## config.mk

```make
export PLATFORM = sky130hd
export DESIGN_NAME = child_result_collector
export DESIGN_NICKNAME = d
export VERILOG_FILES = /design/src/rtl/child_result_collector.sv
export SDC_FILE = /design/constraint.sdc
export NUM_CORES = 1
export LEC_CHECK = 0
export CORE_MARGIN = 5
export CORE_UTILIZATION = 40
export DETAILED_ROUTE_END_ITERATION = 8
export PLACE_DENSITY = 0.66
export SLEW_MARGIN = 20
export SYNTH_ARGS = -nofsm -noshare
export SYNTH_HDL_FRONTEND = slang
export SYNTH_SLANG_ARGS = --single-unit
```

## constraint.sdc

```tcl
create_clock -name clk -period 13.4 [get_ports clk]
set_clock_uncertainty 0.05 [all_clocks]
set_input_delay 4.02 -clock clk [delete_from_list [all_inputs] [get_ports clk]]
set_output_delay 4.02 -clock clk [all_outputs]
set_load 0.02 [all_outputs]
```

## src/rtl/child_result_collector.sv

```systemverilog
// Round-robin fan-in of NUM_CHILD leaf result ports into a show-ahead FIFO.
// Optional up_par output (even parity over {up_src, up_data}) with CHILD_RESULT_PARITY_EN.
module child_result_collector #(
   parameter int NUM_CHILD = 10,
   parameter int DATA_W    = 16,
   parameter int DEPTH     = 4,
   parameter int SRC_W     = 4
) (
   input  logic                        clk,
   input  logic                        rst_n,
   input  logic [NUM_CHILD-1:0]        child_valid,
   input  logic [NUM_CHILD*DATA_W-1:0] child_data,
   output logic [NUM_CHILD-1:0]        child_ready,
   output logic                        up_valid,
   output logic [DATA_W-1:0]           up_data,
   output logic [SRC_W-1:0]            up_src,
   input  logic                        up_ready,
`ifdef CHILD_RESULT_PARITY_EN
   output logic                        up_par,
`endif
   output logic [$clog2(DEPTH):0]      fifo_count,
   output logic [15:0]                 acc_cnt
);

   localparam int AW = $clog2(DEPTH);
   localparam int CW = AW + 1;
   localparam logic [CW-1:0] FULL = CW'(DEPTH);
   localparam logic [SRC_W:0] NC = (SRC_W+1)'(NUM_CHILD);
   localparam logic [SRC_W-1:0] LAST = SRC_W'(NUM_CHILD - 1);

   logic [SRC_W-1:0]   r_rr;
   logic [AW-1:0]      r_wptr;
   logic [AW-1:0]      r_rptr;
   logic [CW-1:0]      r_count;
   logic [15:0]        r_acc;
   logic [DATA_W-1:0]  r_mem_data [DEPTH];
   logic [SRC_W-1:0]   r_mem_src  [DEPTH];
`ifdef CHILD_RESULT_PARITY_EN
   logic               r_mem_par  [DEPTH];
`endif

   logic [2*NUM_CHILD-1:0] w_dbl;
   logic                   w_found;
   logic [SRC_W-1:0]       w_off;
   logic [SRC_W:0]         w_sum;
   logic [SRC_W-1:0]       w_gnt_idx;
   logic [DATA_W-1:0]      w_push_data;
   logic                   w_push;
   logic                   w_pop;

   // Rotate requests so the search starts at rr_ptr; pick first requester.
   always_comb begin
      w_found = 1'b0;
      w_off   = '0;
      w_dbl   = {child_valid, child_valid} >> r_rr;
      if (rst_n && (r_count != FULL)) begin
         for (int i = 0; i < NUM_CHILD; i++) begin
            if (!w_found && w_dbl[i]) begin
               w_found = 1'b1;
               w_off   = SRC_W'(i);
            end
         end
      end
   end

   // Map the rotated offset back to a child index with compare-and-wrap.
   always_comb begin
      w_sum = {1'b0, r_rr} + {1'b0, w_off};
      if (w_sum >= NC) begin
         w_sum = w_sum - NC;
      end
      w_gnt_idx = w_sum[SRC_W-1:0];
   end

   // One-hot grant and the matching data word.
   always_comb begin
      child_ready = '0;
      w_push_data = '0;
      for (int i = 0; i < NUM_CHILD; i++) begin
         if (w_found && (w_gnt_idx == SRC_W'(i))) begin
            child_ready[i] = 1'b1;
            w_push_data    = child_data[i*DATA_W +: DATA_W];
         end
      end
   end

   assign w_push = w_found;
   assign w_pop  = (r_count != '0) && up_ready;

   // Round-robin pointer and accepted-word counter.
   always_ff @(posedge clk or negedge rst_n) begin
      if (!rst_n) begin
         r_rr  <= '0;
         r_acc <= '0;
      end else if (w_push) begin
         r_rr  <= (w_gnt_idx == LAST) ? '0 : w_gnt_idx + SRC_W'(1);
         r_acc <= r_acc + 16'd1;
      end
   end

   // FIFO storage; a full FIFO never accepts, even when popping.
   always_ff @(posedge clk or negedge rst_n) begin
      if (!rst_n) begin
         for (int i = 0; i < DEPTH; i++) begin
            r_mem_data[i] <= '0;
            r_mem_src[i]  <= '0;
`ifdef CHILD_RESULT_PARITY_EN
            r_mem_par[i]  <= 1'b0;
`endif
         end
      end else if (w_push) begin
         r_mem_data[r_wptr] <= w_push_data;
         r_mem_src[r_wptr]  <= w_gnt_idx;
`ifdef CHILD_RESULT_PARITY_EN
         r_mem_par[r_wptr]  <= ^{w_gnt_idx, w_push_data};
`endif
      end
   end

   // FIFO pointers and occupancy.
   always_ff @(posedge clk or negedge rst_n) begin
      if (!rst_n) begin
         r_wptr  <= '0;
         r_rptr  <= '0;
         r_count <= '0;
      end else begin
         if (w_push) begin
            r_wptr <= r_wptr + AW'(1);
         end
         if (w_pop) begin
            r_rptr <= r_rptr + AW'(1);
         end
         unique case ({w_push, w_pop})
            2'b10:   r_count <= r_count + CW'(1);
            2'b01:   r_count <= r_count - CW'(1);
            default: r_count <= r_count;
         endcase
      end
   end

   assign up_valid   = (r_count != '0);
   assign up_data    = r_mem_data[r_rptr];
   assign up_src     = r_mem_src[r_rptr];
`ifdef CHILD_RESULT_PARITY_EN
   assign up_par     = r_mem_par[r_rptr];
`endif
   assign fifo_count = r_count;
   assign acc_cnt    = r_acc;

endmodule

```

==> impl_metrics.tcl <==
set metrics [dict create \
    grt_max_degree 80 \
    yosysSeqAreaShare 0.343 \
    clock_latency_ns 0.35 \
    synth_edf_count 0 \
    initial_core_util 0.403 \
    min_path_type "register to register" \
    routed_via_density 5.57 \
    synth.largest_area_cell "dfrtp_1" \
    postCtsHoldBufs 0 \
    fmax_ghz 0.0773 \
    drive_gt1_frac 0.150 \
    cts_tree "yes" \
    syn2layout_area_growth_pct 36.1 \
    overflow 0 \
    yosysMostFrequentCell "nand2_1" \
    fp.dieArea_sq_um 22400 \
    finalSetupViolCount 0 \
    vias 7153 \
    synth_area_leaders "dfrtp_1 (34%), mux4_2 (7.8%), nand2_1 (6.0%)" \
    grt_pass1_vias 7095 \
    fin_crit_ns 12.94 \
    cts_made_buffers 9 \
    drv_cap 0 \
    io-pin-count 223 \
    worstMarginPinSlew_ns 1.12 \
    grtUsageTotal 0.218 \
    wl_per_cell_um 19.3 \
    totalWireLength_mm 24.8 \
    cts_sinks 107 \
    syn-cell-area_sq_um 7790 \
    critPathLaunchType "input port" \
    core_area_sq_um 19300 \
    synth-seq-cells 107 \
    die_x_um 150 \
    status "finished, final reports clean" \
    crit_type "input port to output pin" \
    cp_data_required_time_ns 9.33 \
    synth_flop_cell "dfrtp_1" \
    first_pass_iters 5 \
    insertedDiodeCount 0 \
    first_iter_violations 367 \
    rows 51 \
    arrival_ns 8.87 \
    crit_path_end_kind "output pin" \
    die_h_um 150 \
    place_hpwl_mm 18.5 \
    synth_warnings 0 \
    htree_levels 3 \
    synth_cell_types 68 \
    slew_headroom 0.251 \
    remaining_drc_errors 0 \
    path_max_fanout 5 \
    slew_viol_final 0 \
    antenna_found_initial 1 \
    layout.cells.non_filler 1284 \
    clk_pin_slew_ns 0.07 \
    fill_cells 1776 \
    post-synth-top-area-fraction 0.343 \
    globalplace.congestion 0.860 \
    ant_nets 0 \
    dpl.cell_count 1267 \
    final_nets 1200 \
    syn_inst 820 \
    ys_top_cells_by_count "nand2_1 (125), dfrtp_1 (107), o31ai_1 (56)" \
    finalHoldViolCount 0 \
    root_buffer "clkbuf_16" \
    synthArstFlopShare 1.00 \
    period_share 0.966 \
    syn_nets 1006 \
    clk_path_buf_depth 2 \
    grt_first_pass_wirelength_mm 38.6 \
    syn_avg_cell_area_sq_um 9.51 \
    io_buffers 222 \
]
cells in the final DEF (no fill, tap or decap), drive strengths merged, types with 3 or more instances in the layout:
cell           netlist  final
a211oi              34     34
a21o                 5      5
a21oi               23     23
a221oi               3      3
a31o                13     13
a31oi               16     16
and2                 5      5
and3                10     10
buf                 24     34
clkbuf              48     14
clkdlybuf4s50        0    211
clkinv               1      3
dfrtp              107    107
dlymetal6s2s         0      6
ha                  11     11
inv                 16     18
mux2                37     37
mux2i               19     19
mux4                27     27
nand2              125    125
nand2b               7      7
nand3               36     36
nand3b              29     29
nand4               13     13
nor2                20     20
nor2b               20     20
nor3                 9      9
nor3b                3      3
nor4                 6      6
o21ai               28     28
o22ai                4      4
o31ai               56     56
o41ai                8      8
or2                  4      4
xnor2               25     25
xor2                 3      3
through the flow:
| stage | cell area, sq um | util | setup WS [ns] | hold slack (ns) | setup TNS [ns] |
|---|---|---|---|---|---|
| after floorplan | 7790 | - | 0.268 | 0.388 | 0 |
| after global placement | 10300 | 0.532 | 0.162 | 0.403 | 0 |
| after detailed placement | 10300 | 0.532 | 0.0634 | 0.408 | 0 |
| after CTS | 10600 | 0.548 | 0.0481 | 0.426 | 0 |
| after global routing | 10600 | 0.549 | -0.00668 | 0.443 | -0.00668 |
| final | 10600 | 0.549 | 0.460 | 0.423 | 0 |
cells by family after synthesis:
kind of cell,share of synthesized area
simple gates,0.191
compound gates,0.201
flops,0.343
buf+inv,0.0525
mux,0.156
xor+xnor,0.0324
fa+ha+maj,0.0228
path summary, 6_finish.rpt:
kind	slack (ns)	cells after the start	from	end
max in group asynchronous	8.29	3	rst_n	r_mem_data[39]
min reg2reg	0.42	2	r_mem_data[50]	r_mem_data[50]
min in group asynchronous	3.74	2	rst_n	r_mem_data[30]
max	0.46	21	child_valid[7]	child_ready[3]
min	0.42	2	r_mem_data[50]	r_mem_data[50]
max reg2reg	6.83	24	r_rr[3]	r_mem_data[53]
area by class of cell:
class	count	area [sq um]	share of cell area
clock buffers	10	239	0.0225
clock inverters	6	72.6	0.00684
inverters	17	68.8	0.00649
multi-input cells	624	4760	0.448
flip-flops and latches	107	2680	0.252
well taps	265	332	0.0313
repair buffers	255	2460	0.232
flip-flops by register name, indices dropped and copies added, names as in the netlist:
name and cells:
r_mem_data 64, acc_cnt 16, r_mem_src 16, r_rr 4, fifo_count 3, r_rptr 2, r_wptr 2
critical path, stage by stage:
cell             delay [ns]
clkdlybuf4s50_1        0.47
mux2_1                 0.33
mux4_2                 0.51
nand3b_4               0.17
a211oi_2               0.29
o211ai_1               0.14
nand2b_1               0.18
a21oi_1                0.12
o31a_1                 0.19
ha_4                   0.16
fa_1                   0.43
inv_1                  0.13
ha_1                   0.19
nand2b_1               0.07
a221oi_1               0.21
a311o_1                0.21
buf_4                  0.19
xnor2_4                0.15
nand2_1                0.19
nor3_1                 0.26
dlymetal6s2s_1         0.26
metal layers:
layer | share of wire | up-vias | track usage
li1 | - | 3447 | -
met1 | 0.44 | 3451 | 0.301
met2 | 0.49 | 220 | 0.357
met3 | 0.053 | 33 | 0.0318
met4 | 0.017 | 2 | 0.0622
met5 | 0.00052 | - | 0
what timing repair did:
action	in CTS	in global routing
setup endpoints to repair	0	10
setup buffers	0	1
gates resized for setup	0	14
Power is left out: the tool's default activity adds up to more than one toggle a clock period on the data nets, which glitch-free logic cannot reach.
